**src/rtl/ocr_ctrl_pkg.sv**
```systemverilog
// Shared definitions for the inference sequencer control slice:
// FSM state encoding, published status codes and SPI command bytes.
package ocr_ctrl_pkg;

  typedef enum logic [2:0] {
    ST_IDLE,
    ST_RX_IMG,
    ST_COMMIT,
    ST_INFER,
    ST_DONE,
    ST_ERROR
  } state_t;

  localparam logic [3:0] STATUS_IDLE     = 4'h0;
  localparam logic [3:0] STATUS_RX       = 4'h1;
  localparam logic [3:0] STATUS_COMMIT   = 4'h2;
  localparam logic [3:0] STATUS_DONE     = 4'h3;
  localparam logic [3:0] STATUS_BUF_FULL = 4'hC;
  localparam logic [3:0] STATUS_CS_ABORT = 4'hD;
  localparam logic [3:0] STATUS_BAD_CMD  = 4'hE;
  localparam logic [3:0] STATUS_TIMEOUT  = 4'hF;

  localparam logic [7:0] CMD_LOAD  = 8'hA0;
  localparam logic [7:0] CMD_CLEAR = 8'hC0;

  // States in which a pending SPI byte is consumed; COMMIT and INFER leave it pending.
  function automatic logic accepts_bytes(input state_t s);
    return (s == ST_IDLE) || (s == ST_DONE) || (s == ST_RX_IMG) || (s == ST_ERROR);
  endfunction

endpackage

```
**src/rtl/inference_sequencer_if.sv**
```systemverilog
// SPI-receiver and image-buffer side signals of the inference sequencer.
//   master : the sequencer (consumes SPI bytes, drives buffer writes/clear)
//   slave  : the SPI receiver / image buffer side
interface inference_sequencer_if #(
  parameter int ADDR_W = 7
);
  logic [7:0]        spi_rx_data;
  logic              spi_byte_valid;
  logic              spi_cs_n;
  logic              byte_taken;
  logic              buffer_full;
  logic              buffer_write_en;
  logic [ADDR_W-1:0] buffer_write_addr;
  logic [7:0]        buffer_write_data;
  logic              clear_buffer;

  modport master (
    input  spi_rx_data, spi_byte_valid, spi_cs_n, buffer_full,
    output byte_taken, buffer_write_en, buffer_write_addr, buffer_write_data, clear_buffer
  );

  modport slave (
    output spi_rx_data, spi_byte_valid, spi_cs_n, buffer_full,
    input  byte_taken, buffer_write_en, buffer_write_addr, buffer_write_data, clear_buffer
  );
endinterface

```
**src/rtl/inference_watchdog.sv**
```systemverilog
// Inference watchdog: counts enabled cycles since the last clear.
//   clk, rst_n : clock, asynchronous active-low reset
//   clear      : synchronous clear of count and expire (priority over enable)
//   enable     : count one cycle
//   expire     : registered, high once the count has reached TIMEOUT_CYCLES-1
module inference_watchdog #(
  parameter int TIMEOUT_CYCLES = 1_000_000
) (
  input  logic clk,
  input  logic rst_n,
  input  logic clear,
  input  logic enable,
  output logic expire
);
  localparam int CNT_W = (TIMEOUT_CYCLES > 2) ? $clog2(TIMEOUT_CYCLES) : 1;
  localparam logic [CNT_W-1:0] LAST = CNT_W'(TIMEOUT_CYCLES - 1);

  logic [CNT_W-1:0] cnt;
  logic [CNT_W-1:0] cnt_next;

  assign cnt_next = cnt + CNT_W'(1);

  always_ff @(posedge clk or negedge rst_n) begin
    if (!rst_n) begin
      cnt    <= '0;
      expire <= 1'b0;
    end else if (clear) begin
      cnt    <= '0;
      expire <= 1'b0;
    end else if (enable) begin
      cnt    <= cnt_next;
      expire <= (cnt_next == LAST);
    end
  end
endmodule

```
**src/rtl/inference_sequencer.sv**
```systemverilog
// Control FSM between SPI byte receiver, 113-byte image buffer and BNN core.
//   clk, rst_n      : clock, asynchronous active-low reset
//   bus (master)    : SPI byte handshake, buffer write port and buffer clear
//   result_ready/out: BNN completion and class
//   bnn_enable      : level while inference runs; bnn_clear: one-cycle pulse
//   status_code_reg : current status; result_reg/result_valid: latched class
// All outputs are registered.
module inference_sequencer
  import ocr_ctrl_pkg::*;
#(
  parameter int IMG_BYTES      = 113,
  parameter int ADDR_W         = 7,
  parameter int TIMEOUT_CYCLES = 1_000_000
) (
  input  logic                  clk,
  input  logic                  rst_n,
  inference_sequencer_if.master bus,
  input  logic                  result_ready,
  input  logic [3:0]            result_out,
  output logic                  bnn_enable,
  output logic                  bnn_clear,
  output logic [3:0]            status_code_reg,
  output logic [3:0]            result_reg,
  output logic                  result_valid
);
  localparam logic [ADDR_W-1:0] LAST_ADDR = ADDR_W'(IMG_BYTES - 1);

  state_t            state, state_d;
  logic [ADDR_W-1:0] cnt, cnt_d;
  logic              cs_n_q;
  logic              consume, cs_rise, wd_expire, wd_clear, wd_en;
  logic              taken_d, wen_d, clrbuf_d, bclr_d, bnn_en_d, rvalid_d;
  logic [ADDR_W-1:0] waddr_d;
  logic [7:0]        wdata_d;
  logic [3:0]        status_d, result_d;

  assign consume  = bus.spi_byte_valid && !bus.byte_taken && accepts_bytes(state);
  assign cs_rise  = bus.spi_cs_n && !cs_n_q;
  assign wd_en    = (state == ST_INFER);
  assign wd_clear = !wd_en;

  inference_watchdog #(.TIMEOUT_CYCLES(TIMEOUT_CYCLES)) u_watchdog (
    .clk    (clk),
    .rst_n  (rst_n),
    .clear  (wd_clear),
    .enable (wd_en),
    .expire (wd_expire)
  );

  always_comb begin
    state_d  = state;
    cnt_d    = cnt;
    taken_d  = consume;
    wen_d    = 1'b0;
    waddr_d  = bus.buffer_write_addr;
    wdata_d  = bus.buffer_write_data;
    clrbuf_d = 1'b0;
    bclr_d   = 1'b0;
    status_d = status_code_reg;
    result_d = result_reg;
    rvalid_d = result_valid;

    case (state)
      ST_IDLE, ST_DONE: begin
        if (consume) begin
          if (bus.spi_rx_data == CMD_LOAD) begin
            state_d  = ST_RX_IMG;
            cnt_d    = '0;
            rvalid_d = 1'b0;
            status_d = STATUS_RX;
          end else if (bus.spi_rx_data == CMD_CLEAR) begin
            state_d  = ST_IDLE;
            clrbuf_d = 1'b1;
            bclr_d   = 1'b1;
            rvalid_d = 1'b0;
            status_d = STATUS_IDLE;
          end else begin
            state_d  = ST_ERROR;
            status_d = STATUS_BAD_CMD;
          end
        end
      end
      ST_RX_IMG: begin
        // Final byte beats a coincident CS rise; an abort or overflow drops the byte.
        if (consume && cnt == LAST_ADDR) begin
          wen_d    = 1'b1;
          waddr_d  = cnt;
          wdata_d  = bus.spi_rx_data;
          state_d  = ST_COMMIT;
          status_d = STATUS_COMMIT;
        end else if (cs_rise) begin
          state_d  = ST_ERROR;
          clrbuf_d = 1'b1;
          status_d = STATUS_CS_ABORT;
        end else if (bus.buffer_full && cnt < LAST_ADDR) begin
          state_d  = ST_ERROR;
          status_d = STATUS_BUF_FULL;
        end else if (consume) begin
          wen_d   = 1'b1;
          waddr_d = cnt;
          wdata_d = bus.spi_rx_data;
          cnt_d   = cnt + ADDR_W'(1);
        end
      end
      ST_COMMIT: state_d = ST_INFER;
      ST_INFER: begin
        if (result_ready) begin
          result_d = result_out;
          rvalid_d = 1'b1;
          state_d  = ST_DONE;
          status_d = STATUS_DONE;
        end else if (wd_expire) begin
          state_d  = ST_ERROR;
          status_d = STATUS_TIMEOUT;
        end
      end
      ST_ERROR: begin
        if (consume && bus.spi_rx_data == CMD_CLEAR) begin
          state_d  = ST_IDLE;
          clrbuf_d = 1'b1;
          bclr_d   = 1'b1;
          rvalid_d = 1'b0;
          status_d = STATUS_IDLE;
        end
      end
      default: state_d = ST_IDLE;
    endcase

    bnn_en_d = (state_d == ST_INFER);
  end

  always_ff @(posedge clk or negedge rst_n) begin
    if (!rst_n) begin
      state                 <= ST_IDLE;
      cnt                   <= '0;
      cs_n_q                <= 1'b1;
      bus.byte_taken        <= 1'b0;
      bus.buffer_write_en   <= 1'b0;
      bus.buffer_write_addr <= '0;
      bus.buffer_write_data <= '0;
      bus.clear_buffer      <= 1'b0;
      bnn_enable            <= 1'b0;
      bnn_clear             <= 1'b0;
      status_code_reg       <= STATUS_IDLE;
      result_reg            <= '0;
      result_valid          <= 1'b0;
    end else begin
      state                 <= state_d;
      cnt                   <= cnt_d;
      cs_n_q                <= bus.spi_cs_n;
      bus.byte_taken        <= taken_d;
      bus.buffer_write_en   <= wen_d;
      bus.buffer_write_addr <= waddr_d;
      bus.buffer_write_data <= wdata_d;
      bus.clear_buffer      <= clrbuf_d;
      bnn_enable            <= bnn_en_d;
      bnn_clear             <= bclr_d;
      status_code_reg       <= status_d;
      result_reg            <= result_d;
      result_valid          <= rvalid_d;
    end
  end
endmodule

```
**src/flat_wrapper.sv**
```systemverilog
// flat-port wrapper written by rule: the top's interface ports become plain ports
module inference_sequencer_flat import ocr_ctrl_pkg::*;
#(
  parameter int IMG_BYTES      = 113,
  parameter int ADDR_W         = 7,
  parameter int TIMEOUT_CYCLES = 1_000_000
)
  (clk, rst_n, result_ready, result_out, bnn_enable, bnn_clear, status_code_reg, result_reg, result_valid, bus_spi_rx_data, bus_spi_byte_valid, bus_spi_cs_n, bus_buffer_full, bus_byte_taken, bus_buffer_write_en, bus_buffer_write_addr, bus_buffer_write_data, bus_clear_buffer);
  inference_sequencer_if #(.ADDR_W(ADDR_W)) bus_i ();
  input  logic clk;
  input  logic rst_n;
  input  logic result_ready;
  input  logic [3:0] result_out;
  output logic bnn_enable;
  output logic bnn_clear;
  output logic [3:0] status_code_reg;
  output logic [3:0] result_reg;
  output logic result_valid;
  input wire logic [$bits(bus_i.spi_rx_data)-1:0] bus_spi_rx_data;
  input wire logic [$bits(bus_i.spi_byte_valid)-1:0] bus_spi_byte_valid;
  input wire logic [$bits(bus_i.spi_cs_n)-1:0] bus_spi_cs_n;
  input wire logic [$bits(bus_i.buffer_full)-1:0] bus_buffer_full;
  output wire logic [$bits(bus_i.byte_taken)-1:0] bus_byte_taken;
  output wire logic [$bits(bus_i.buffer_write_en)-1:0] bus_buffer_write_en;
  output wire logic [$bits(bus_i.buffer_write_addr)-1:0] bus_buffer_write_addr;
  output wire logic [$bits(bus_i.buffer_write_data)-1:0] bus_buffer_write_data;
  output wire logic [$bits(bus_i.clear_buffer)-1:0] bus_clear_buffer;
  assign bus_i.spi_rx_data = bus_spi_rx_data;
  assign bus_i.spi_byte_valid = bus_spi_byte_valid;
  assign bus_i.spi_cs_n = bus_spi_cs_n;
  assign bus_i.buffer_full = bus_buffer_full;
  assign bus_byte_taken = bus_i.byte_taken;
  assign bus_buffer_write_en = bus_i.buffer_write_en;
  assign bus_buffer_write_addr = bus_i.buffer_write_addr;
  assign bus_buffer_write_data = bus_i.buffer_write_data;
  assign bus_clear_buffer = bus_i.clear_buffer;
  inference_sequencer #(.IMG_BYTES(IMG_BYTES), .ADDR_W(ADDR_W), .TIMEOUT_CYCLES(TIMEOUT_CYCLES)) u_core (.clk(clk), .rst_n(rst_n), .bus(bus_i), .result_ready(result_ready), .result_out(result_out), .bnn_enable(bnn_enable), .bnn_clear(bnn_clear), .status_code_reg(status_code_reg), .result_reg(result_reg), .result_valid(result_valid));
endmodule
```
**config.mk**
```make
export PLATFORM = sky130hd
export DESIGN_NAME = inference_sequencer_flat
export DESIGN_NICKNAME = d
export VERILOG_FILES = /design/src/rtl/ocr_ctrl_pkg.sv /design/src/rtl/inference_sequencer_if.sv /design/src/rtl/inference_watchdog.sv /design/src/rtl/inference_sequencer.sv /design/src/flat_wrapper.sv
export SDC_FILE = /design/constraint.sdc
export NUM_CORES = 1
export LEC_CHECK = 0
export ABC_AREA = 1
export CAP_MARGIN = 20
export CORE_ASPECT_RATIO = 1.4
export CORE_MARGIN = 1.5
export CORE_UTILIZATION = 55
export CTS_BUF_LIST = sky130_fd_sc_hd__clkbuf_16
export CTS_CLUSTER_SIZE = 20
export DETAILED_ROUTE_END_ITERATION = 10
export DONT_BUFFER_PORTS = 1
export GPL_TIMING_DRIVEN = 0
export MAX_ROUTING_LAYER = met4
export PLACE_DENSITY = 0.67
export SYNTH_ARGS = -nofsm -noshare
export SYNTH_HDL_FRONTEND = slang
export SYNTH_SLANG_ARGS = --single-unit
```
**constraint.sdc**
```tcl
create_clock -name clk -period 2.8 [get_ports clk]
set_clock_uncertainty 0.1 [all_clocks]
set_input_delay 0.14 -clock clk [delete_from_list [all_inputs] [get_ports clk]]
set_output_delay 0.14 -clock clk [all_outputs]
set_load 0.05 [all_outputs]
```
==> impl_metrics.tcl, run 1 <==
set metrics [dict create \
    peakVddDrop_uv 652.5 \
    maxCapViolCount 0 \
    async_flop_share_pct 100.0 \
    drtAntennaViolNets 0 \
    fin_crit_sh_pct 75.84 \
    hpwl_mm 4.573 \
    overflow 0 \
    htree_levels 3 \
    place_inst 431 \
    antenna_found_initial 0 \
    worst-path-max-fanout 10 \
    num_antenna_cells 0 \
    netlist.area_leader.share_pct 48.18 \
    vias 2447 \
    post-cts-setup-buffers 0 \
    grt_pass1_wl_mm 11.19 \
    max_slew_margin_pct 66.28 \
    syn-num-nets 385 \
    critPathCaptureType "flop" \
    cp.arrival_ns 2.22 \
    synth_cell_types 32 \
    cts_sinks 60 \
    clk_pin_slew_ns 0.05 \
    post_cts_resized 0 \
    worstRegToRegCells 7 \
    rsz0062_at_grt "false" \
    worstPathRequired_ns 2.90 \
    drc 0 \
    slew_viol_final 0 \
    synth_cells 363 \
    dr.pass1.iters 4 \
    io_buffers 0 \
    largest_reg_flops 20 \
    status "finished, final reports clean" \
    syn_area_um2 3064 \
    wl_per_cell_um 13.87 \
    yosysWarnings 0 \
    reg.largest.list "u_core.u_watchdog.cnt: 20 flops, u_core.bus.buffer_write_data: 8 flops" \
    clk_latency_ns 0.32 \
    wl_mm 6.448 \
    nets 414 \
    place_congestion 0.8648 \
    max_clock_freq_mhz 470.9 \
    clk_path_buf_depth 2 \
    ios 47 \
    die_w_um 66.09 \
    synth_area_per_cell_um2 8.441 \
    power_density_nw_per_um2 787.9 \
    top_register "u_core.u_watchdog.cnt" \
    die_h_um 91.32 \
    start_util_pct 56.27 \
    path_class "reg -> reg" \
    leakage_nw 1.657 \
    viasPerCell 5.262 \
    rows 32 \
    fin_hold_ws_ns 0.01615 \
    drive_above_1_share_pct 12.59 \
    holdCritPathClass "in -> reg" \
    hold_viol_final 0 \
    synth_common_cells "87 x nand2_1, 59 x dfrtp_1, 57 x nor2_1, 38 x inv_1, 30 x nand3_1" \
    areaGrowthSynthToFinish_pct 17.48 \
    cts_buffers 9 \
    die_area_um2 6035 \
    cts-root-buf "clkbuf_16" \
    fin_setup_tns_ns 0 \
    yosysMostFrequentCell "nand2_1" \
    synth.largest_area_cell "dfrtp_1" \
    final_cells 465 \
    ys_seq_elements 60 \
    first_global_vias 2574 \
    track_usage_pct 25.07 \
    min_path_cells 4 \
    setup_viol 0 \
    grt_start_max_net_pins 61 \
    synthFlopType "dfrtp_1" \
    synth_area_leaders "dfrtp_1 48%, nand2_1 11%, nor2_1 7.0%" \
    worst_pin_slew_ns 0.5058 \
    final.min_clock_period_ns 2.123 \
    fin_util_pct 66.11 \
    synth_edf_count 0 \
    dr.first_iter.drc_count 129 \
    core-area_um2 5445 \
    tritoncts "yes" \
    start_kind "flop" \
    yosysSeqAreaShare_pct 49.04 \
]
-- power breakdown --
group / internal, mW / switching (mW) / total, mW / leakage [nW]
clock network: 0.576 / 0.351 / 0.926 / 0.136
logic: 0.176 / 0.279 / 0.455 / 0.719
registers: 0.988 / 0.467 / 1.45 / 0.802
-- final cells by class --
cell class / instances / area, µm²
fill: 485 / 1846
tap: 68 / 85.08
clock inverter: 7 / 27.53
timing repair buffer: 18 / 197.7
buffer: 7 / 50.05
clock buffer: 9 / 225.2
multi-input combinational: 258 / 1369
sequential: 60 / 1503
inverter: 38 / 142.6
-- final timing paths --
| kind | start | slack, ns | endpoint |
|---|---|---|---|
| max in group asynchronous | rst_n | 2.05 | u_core.cs_n_q |
| min in group asynchronous | rst_n | 0.23 | u_core.u_watchdog.cnt[14] |
| hold / removal | bus_spi_cs_n | 0.02 | u_core.bus.clear_buffer |
| setup / recovery | u_core.bus.byte_taken | 0.68 | u_core.bus.buffer_write_data[2] |
| setup reg to reg | u_core.bus.byte_taken | 0.68 | u_core.bus.buffer_write_data[2] |
| hold reg to reg | u_core.u_watchdog.cnt[0] | 0.40 | u_core.u_watchdog.cnt[0] |
-- routing by layer --
metal / vias to the layer above / share of wire, % / GRT usage, %
met5: - / 0 / -
met2: 44 / 56 / 42.50
met1: 1174 / 39 / 27.02
li1: 1217 / - / -
met4: 0 / 1.6 / 11.56
met3: 12 / 3.8 / 6.072
-- per-stage QoR --
stage	worst slack, ns	power, mW	instance area, µm²
2_1_floorplan	0.9206	1.783	3064
3_3_place_gp	0.7413	1.867	3149
3_5_place_dp	0.7000	1.878	3149
4_1_cts	0.6728	2.868	3600
5_1_grt	0.6196	2.975	3600
6_report	0.6765	2.836	3600
-- layout by cell type (no fill, tap or decap), types with 4 or more instances in the layout --
cell type      synthesis  final
nand2_1               87     87
dfrtp_1               59     59
nor2_1                57     57
inv_1                 38     41
nand3_1               30     30
dlygate4sd3_1          0     17
mux2_2                14     14
xor2_1                 9      9
clkbuf_16              0      9
a21oi_1                8      8
nand4_1                7      7
o21ai_1                7      7
o21ai_0                5      5
nand2_2                4      4
or2_2                  4      4
ha_1                   4      4
-- logic make-up (layout without fill, tap and decap cells) --
| kind of cell | count (synthesis) | count (layout) | share of synthesized area, % |
|---|---|---|---|
| flip-flops | 60 | 60 | 49.04 |
| buffers and inverters | 45 | 79 | 6.288 |
| AO/OA/AOI/OAI | 26 | 26 | 4.818 |
| adder cells (fa/ha/maj) | 4 | 4 | 1.633 |
| AND/OR/NAND/NOR | 202 | 202 | 29.56 |
| XOR/XNOR | 11 | 11 | 3.144 |
| multiplexers | 15 | 15 | 5.512 |
-- critical path, cell delays in order, from the launching register on --
cell and delay [ns]:
dfrtp_1 0.57, inv_1 0.15, nand3_1 0.15, nor3_2 0.22, nand2_1 0.16, nand2_1 0.14, buf_6 0.16, mux2_2 0.35
-- what timing repair did --
action                                 CTS  global route
hold buffers                            18             0
setup endpoints to repair                0             0
endpoints found under the hold margin   79             0
Note: power is estimated with default switching activity, not from simulation.
==> inputs of run 2 (changes only) <==
--- a/config.mk
+++ b/config.mk
@@ -5,7 +5,7 @@
 export SDC_FILE = /design/constraint.sdc
 export NUM_CORES = 1
 export LEC_CHECK = 0
-export ABC_AREA = 1
+export ABC_AREA = 0
 export CAP_MARGIN = 20
 export CORE_ASPECT_RATIO = 1.4
 export CORE_MARGIN = 1.5
==> constraint.sdc (replaced) <==
create_clock -name clk -period 2.1 [get_ports clk]
set_clock_uncertainty 0.1 [all_clocks]
set_input_delay 0.105 -clock clk [delete_from_list [all_inputs] [get_ports clk]]
set_output_delay 0.105 -clock clk [all_outputs]
set_load 0.05 [all_outputs]
==> impl_metrics.tcl, run 2 <==
set metrics [dict create \
    critPathCaptureType "flop" \
    ios 47 \
    clk_pin_slew_ns 0.05 \
    drtAntennaViolNets 0 \
    worst_pin_slew_ns 0.5731 \
    core-area_um2 5485 \
    viasPerCell 6.007 \
    power_density_nw_per_um2 989.7 \
    r2r_setup_slack_ns 0.007 \
    dr.pass1.iters 4 \
    antenna_found_initial 1 \
    final_cell_mix "53 x dfrtp_1, 27 x nor2_1, 25 x buf_4, 15 x nand3_1, 15 x dlygate4sd3_1" \
    synth.largest_area_cell "dfrtp_1" \
    grt_pass1_wl_mm 11.92 \
    cp.arrival_ns 2.21 \
    syn_area_um2 3125 \
    worstRegToRegCells 8 \
    maxCapViolCount 0 \
    hold_viol_final 0 \
    synth_common_cells "59 x dfrtp_1, 28 x nor2_1, 18 x nand3_1, 14 x mux2_2, 14 x nand2_1" \
    synth_cells 287 \
    wl_per_cell_um 18.65 \
    finalWorstSetupSlack_ns 0.006721 \
    setup_viol 0 \
    dr.first_iter.drc_count 245 \
    final_common_cell "dfrtp_1" \
    start_util_pct 56.98 \
    grt_start_max_net_pins 61 \
    slowest_delay_ns 0.53 \
    vias 2475 \
    wl_mm 7.682 \
    top_register "u_core.u_watchdog.cnt" \
    nets 360 \
    cts_buffers 9 \
    ys_seq_elements 60 \
    yosysWarnings 0 \
    status "finished, final reports clean" \
    peakVddDrop_uv 504.6 \
    largest_reg_flops 20 \
    yosysSeqAreaShare_pct 48.08 \
    areaGrowthSynthToFinish_pct 28.66 \
    min_from "bus_spi_rx_data[2]" \
    fin_area_um2 4021 \
    io_buffers 0 \
    place_area_um2 3212 \
    min_path_cells 3 \
    start_kind "flop" \
    overflow 0 \
    synth_edf_count 0 \
    place_congestion 0.9153 \
    synth_cell_types 57 \
    final.min_clock_period_ns 2.093 \
    track_usage_pct 26.72 \
    reg.largest.list "u_core.u_watchdog.cnt: 20 flops, u_core.bus.buffer_write_data: 8 flops" \
    die_h_um 92.20 \
    cpMaxStageDelayCell "dfrtp_2" \
    crit_start "u_core.bus.byte_taken" \
    drive_above_1_share_pct 32.36 \
    reg2reg_from "u_core.bus.byte_taken" \
    clk_latency_ns 0.33 \
    clk_path_buf_depth 2 \
    leakage_nw 1.800 \
    hpwl_mm 4.427 \
    netlist.area_leader.share_pct 47.24 \
    htree_levels 3 \
    synth_area_per_cell_um2 10.89 \
    pre_cts_ws_ns -0.2373 \
    path_class "reg -> reg" \
    worstPathCellList "and2b_2, nand2_4, inv_6, nand3_4, a21boi_4, buf_4, buf_4, mux2_2" \
    max_clock_freq_mhz 477.7 \
    worst-path-max-fanout 5 \
    syn-num-nets 309 \
    tritoncts "yes" \
    yosysMostFrequentCell "dfrtp_1" \
    die_w_um 66.71 \
    cts_sinks 60 \
    fin_crit_sh_pct 99.68 \
    holdCritPathClass "in -> reg" \
    first_global_vias 2457 \
    slew_viol_final 0 \
    synth_area_leaders "dfrtp_1 47%, mux2_2 5.0%, mux2_4 4.3%" \
    whs_endpoint "u_core.bnn_clear" \
    fin_hold_ws_ns 0.02259 \
    max_slew_margin_pct 61.44 \
    finalPower_mw 3.980 \
    die_area_um2 6150 \
    synthFlopType "dfrtp_1" \
    cts-root-buf "clkbuf_16" \
    rows 32 \
    drc 0 \
    async_flop_share_pct 100.0 \
    worstPathRequired_ns 2.21 \
    fin_setup_tns_ns 0 \
    r2r-end "u_core.bus.buffer_write_data[0]" \
    cpMostUsedCell "buf_4" \
]
run 2: changes by cell type in the layout (fill, tap and decap cells not counted), moves of 7 or more:
cell | before | now
nand3_1 | 30 | 15
inv_1 | 41 | 11
nand2_1 | 87 | 12
xnor2_1 | 2 | 9
nand2b_1 | 0 | 7
o21ai_1 | 7 | 0
a31oi_1 | 0 | 11
mux2_4 | 0 | 9
buf_4 | 2 | 25
nor2_1 | 57 | 27
run 2: cell type report:
cell class	count	area, µm²
Multi-Input combinational cell	206	1638
Clock buffer	9	225.2
Inverter	12	50.05
Timing Repair Buffer	40	385.4
Sequential cell	60	1510
Antenna cell	1	2.502
Clock inverter	7	60.06
Buffer	9	65.06
Tap cell	68	85.08
Fill cell	372	1464
run 2: worst max-delay path: cells and delay by family, from the launching register on:
family | cells | cell delay [ns]
buf+inv | 3 | 0.31
flops | 1 | 0.53
compound gates | 1 | 0.25
mux | 1 | 0.33
simple gates | 3 | 0.45
run 2: kinds of logic after synthesis:
group	Yosys count	synth area share, %
AND/OR/NAND/NOR	115	21.86
AO/OA/AOI/OAI	44	10.09
adder cells (fa/ha/maj)	4	1.601
XOR/XNOR	18	5.044
buffers and inverters	21	3.322
multiplexers	25	10.01
flip-flops	60	48.08
run 2: layer usage:
metal	track usage, %	wire length, µm	up-vias
met5	-	0	-
met4	15.48	313	0
met3	6.258	456	34
met2	43.08	4057	93
met1	29.66	2855	1210
li1	-	-	1138
run 2: stage by stage:
| stage | cells | utilization, % |
|---|---|---|
| floorplan | 287 | - |
| global placement | 355 | 58.55 |
| detailed placement | 355 | 58.55 |
| CTS | 396 | 69.55 |
| global route | 412 | 73.31 |
| finish | 412 | 73.31 |
run 2: repair_timing:
item / 4_1_cts / 5_1_grt
hold buffers: 16 / 0
gates resized for setup: 14 / 26
endpoints found under the setup margin: 20 / 20
pin swaps: 2 / 6
endpoints found under the hold margin: 78 / 0
gates cloned: 1 / 0
buffers inserted: 8 / 15
run 2: where the power goes:
group          switching (mW)  total, mW  leakage (nW)  internal, mW
sequential              0.531       1.83         0.791          1.30
clock                   0.519       1.42         0.148         0.901
combinational           0.336      0.727         0.861         0.391
total                    1.39       3.98          1.80          2.59
run 2: worst max-delay path by stage:
stage / to / slack (ns) / cells after the start
final: u_core.bus.buffer_write_data[0] / 0.007 / 8
after global placement: u_core.bus.buffer_write_data[2] / -0.22 / 7
after floorplan: u_core.bus.buffer_write_addr[0] / 0.06 / 7
after global routing: u_core.bus.buffer_write_data[5] / -0.04 / 7
after detailed placement: u_core.bus.buffer_write_data[5] / -0.24 / 7
after CTS: u_core.bus.buffer_write_addr[6] / -0.03 / 8
==> inputs of run 3 (changes only) <==
--- a/config.mk
+++ b/config.mk
@@ -7,7 +7,7 @@
 export LEC_CHECK = 0
 export ABC_AREA = 0
 export CAP_MARGIN = 20
-export CORE_ASPECT_RATIO = 1.4
+export CORE_ASPECT_RATIO = 1.5
 export CORE_MARGIN = 1.5
 export CORE_UTILIZATION = 55
 export CTS_BUF_LIST = sky130_fd_sc_hd__clkbuf_16
@@ -17,6 +17,8 @@
 export GPL_TIMING_DRIVEN = 0
 export MAX_ROUTING_LAYER = met4
 export PLACE_DENSITY = 0.67
+export SKIP_LAST_GASP = 1
 export SYNTH_ARGS = -nofsm -noshare
 export SYNTH_HDL_FRONTEND = slang
+export SYNTH_HIERARCHICAL = 1
 export SYNTH_SLANG_ARGS = --single-unit
==> impl_metrics.tcl, run 3 <==
set metrics [dict create \
    r2r_setup_slack_ns -0.02 \
    worstPathRequired_ns 2.26 \
    synth_common_cells "59 x dfrtp_1, 38 x nor2_1, 19 x xor2_1, 17 x nand2_1" \
    synth_area_per_cell_um2 10.39 \
    dr.pass1.iters 5 \
    overflow 0 \
    vias 2465 \
    grt_pass1_wl_mm 11.66 \
    place_congestion 0.8882 \
    switchingPower_uw 807.1 \
    drc 0 \
    async_flop_share_pct 100.0 \
    multi_input_area_um2 1702 \
    netlist.area_leader.share_pct 45.38 \
    cts_buffers 9 \
    tritoncts "yes" \
    final_common_cell "dfrtp_1" \
    hpwl_mm 4.541 \
    worst_pin_slew_ns 0.4978 \
    maxCapViolCount 0 \
    reg.largest.list "u_core/u_watchdog/cnt: 20 flops, u_core/bus.buffer_write_data: 8 flops" \
    max_slew_margin_pct 66.81 \
    synth_area_leaders "dfrtp_1 45%, xor2_1 5.1%, mux2_2 4.8%" \
    r2r-end "u_core/cnt[6]" \
    reg2reg_from "u_core/bus.byte_taken" \
    start_kind "flop" \
    fillers 447 \
    core-area_um2 5743 \
    final.min_clock_period_ns 2.116 \
    clk_path_buf_depth 2 \
    synth_cell_types 65 \
    peakVddDrop_uv 486.2 \
    first_global_vias 2508 \
    top_register "u_core/u_watchdog/cnt" \
    p_sw_share_pct 27.69 \
    areaGrowthSynthToFinish_pct 22.92 \
    power_density_nw_per_um2 729.0 \
    start_util_pct 56.64 \
    max_clock_freq_mhz 472.6 \
    wl_per_cell_um 16.44 \
    syn_area_um2 3253 \
    largest_reg_flops 20 \
    path_class "reg -> reg" \
    die_w_um 65.80 \
    drtAntennaViolNets 0 \
    yosysSeqAreaShare_pct 46.19 \
    clkPwrFrac_pct 45.8 \
    yosysWarnings 6 \
    synth_cells 313 \
    rsz0062_at_grt "true" \
    hold_viol_final 0 \
    pwr-share-comb_pct 8.5 \
    critPathCaptureType "flop" \
    synth.largest_area_cell "dfrtp_1" \
    yosysMostFrequentCell "dfrtp_1" \
    clk_latency_ns 0.33 \
    die_area_um2 6395 \
    final_cell_mix "56 x dfrtp_1, 37 x nor2_1, 19 x xor2_1, 16 x nand2_1, 16 x dlygate4sd3_1" \
    leakage_nw 1.819 \
    num_antenna_cells 0 \
    ys_seq_elements 60 \
    rows 34 \
    register_area_um2 1506 \
    finalWorstSetupSlack_ns -0.01601 \
    holdCritPathClass "in -> reg" \
    min_from "bus_spi_rx_data[4]" \
    worstRegToRegCells 5 \
    nets 371 \
    fin_area_um2 3999 \
    syn-num-nets 335 \
    die_h_um 97.19 \
    htree_levels 3 \
    cp.arrival_ns 2.28 \
    worst-path-max-fanout 5 \
    slew_viol_final 0 \
    whs_endpoint "u_core/state[2]" \
    viasPerCell 5.786 \
    dr.first_iter.drc_count 100 \
    drive_above_1_share_pct 25.99 \
    pwr-share-seq_pct 45.7 \
    status "complete, but fails checks" \
    cts-root-buf "clkbuf_16" \
    intPower_mw 2.108 \
    cts_sinks 60 \
    clk_pin_slew_ns 0.05 \
    grt_start_max_net_pins 61 \
    ios 47 \
    place_area_um2 3343 \
    wl_mm 7.005 \
    final_cells 426 \
    setup_viol 2 \
    synth_edf_count 0 \
    min_path_cells 4 \
    violations "negative setup slack" \
    track_usage_pct 24.58 \
    antenna_found_initial 0 \
    fin_crit_sh_pct 100.8 \
    place_inst 385 \
    io_buffers 0 \
    synthFlopType "dfrtp_1" \
]
## run 3: cell count changes after synthesis, moves of 6 or more
| cell | before | now |
|---|---|---|
| a31oi_1 | 11 | 2 |
| mux2_1 | 0 | 6 |
| nor2_1 | 28 | 38 |
| mux2_4 | 9 | 0 |
| xor2_1 | 9 | 19 |
## run 3: worst max-delay path by stage
| stage | startpoint | endpoint | slack, ns | cells past startpoint |
|---|---|---|---|---|
| final | u_core/bus.byte_taken | u_core/cnt[6] | -0.02 | 5 |
| after floorplan | u_core/state[2] | u_core/u_watchdog/cnt[18] | 0.02 | 9 |
| after detailed placement | u_core/state[2] | u_core/u_watchdog/cnt[16] | -0.43 | 9 |
| after global placement | u_core/state[2] | u_core/u_watchdog/cnt[16] | -0.41 | 9 |
| after global routing | u_core/bus.byte_taken | u_core/cnt[6] | -0.11 | 5 |
| after CTS | u_core/cnt[0] | u_core/status_code_reg[0] | -0.004 | 8 |
## run 3: metrics by stage
stage / utilization (%) / setup WS, ns / hold WS (ns) / TNS (ns) / power, mW
after floorplan: - / 0.01961 / -0.2906 / 0 / 1.480
after global placement: 58.21 / -0.4053 / -0.2895 / -3.999 / 1.504
after detailed placement: 58.21 / -0.4325 / -0.2893 / -5.007 / 1.508
after CTS: 67.93 / -0.004193 / 0.004848 / -0.004193 / 2.937
after global routing: 69.63 / -0.1095 / 0.02711 / -0.3382 / 3.017
final: 69.63 / -0.01601 / 0.009978 / -0.02981 / 2.915
## run 3: worst max-delay path, stage by stage (launching register included)
cell and delay (ns):
dfrtp_2 0.52, or3b_4 0.47, a211oi_4 0.32, nand4_2 0.16, or3_4 0.35, a21oi_2 0.13
## run 3: cell type report
type,count,share of cell area (%)
Buffer,12,2.284
Clock buffer,9,5.632
Clock inverter,7,1.345
Inverter,11,1.033
Multi-Input combinational cell,226,42.55
Sequential cell,60,37.67
Tap cell,72,2.253
Timing Repair Buffer,29,7.228
## run 3: cells by family after synthesis
family	count (synthesis)	share of synthesized area [%]
XOR/XNOR	27	7.269
AO/OA/AOI/OAI	47	10.27
adder cells (fa/ha/maj)	4	1.539
AND/OR/NAND/NOR	126	22.54
multiplexers	22	7.538
buffers and inverters	27	4.653
flip-flops	60	46.19
## run 3: timing repair
item,in CTS,in global routing
resized for setup,15,28
setup endpoints to repair,30,26
hold endpoints to repair,79,0
buffers inserted,7,5
pin swaps,4,5
hold buffers,17,0
## run 3: power by group through the flow
stage,combinational (mW),clock (mW),sequential (mW)
CTS,0.239,1.37,1.33
floorplan,0.135,0,1.35
global placement,0.152,0,1.35
finish,0.248,1.34,1.33
detailed placement,0.155,0,1.35
global route,0.267,1.41,1.34
## run 3: per-layer routing
| metal | vias to the layer above | routed length [µm] | track usage [%] |
|---|---|---|---|
| met5 | - | 0 | - |
| met4 | 0 | 155 | 11.54 |
| met3 | 13 | 276 | 4.751 |
| met2 | 63 | 3848 | 42.19 |
| met1 | 1217 | 2724 | 26.55 |
| li1 | 1172 | - | - |
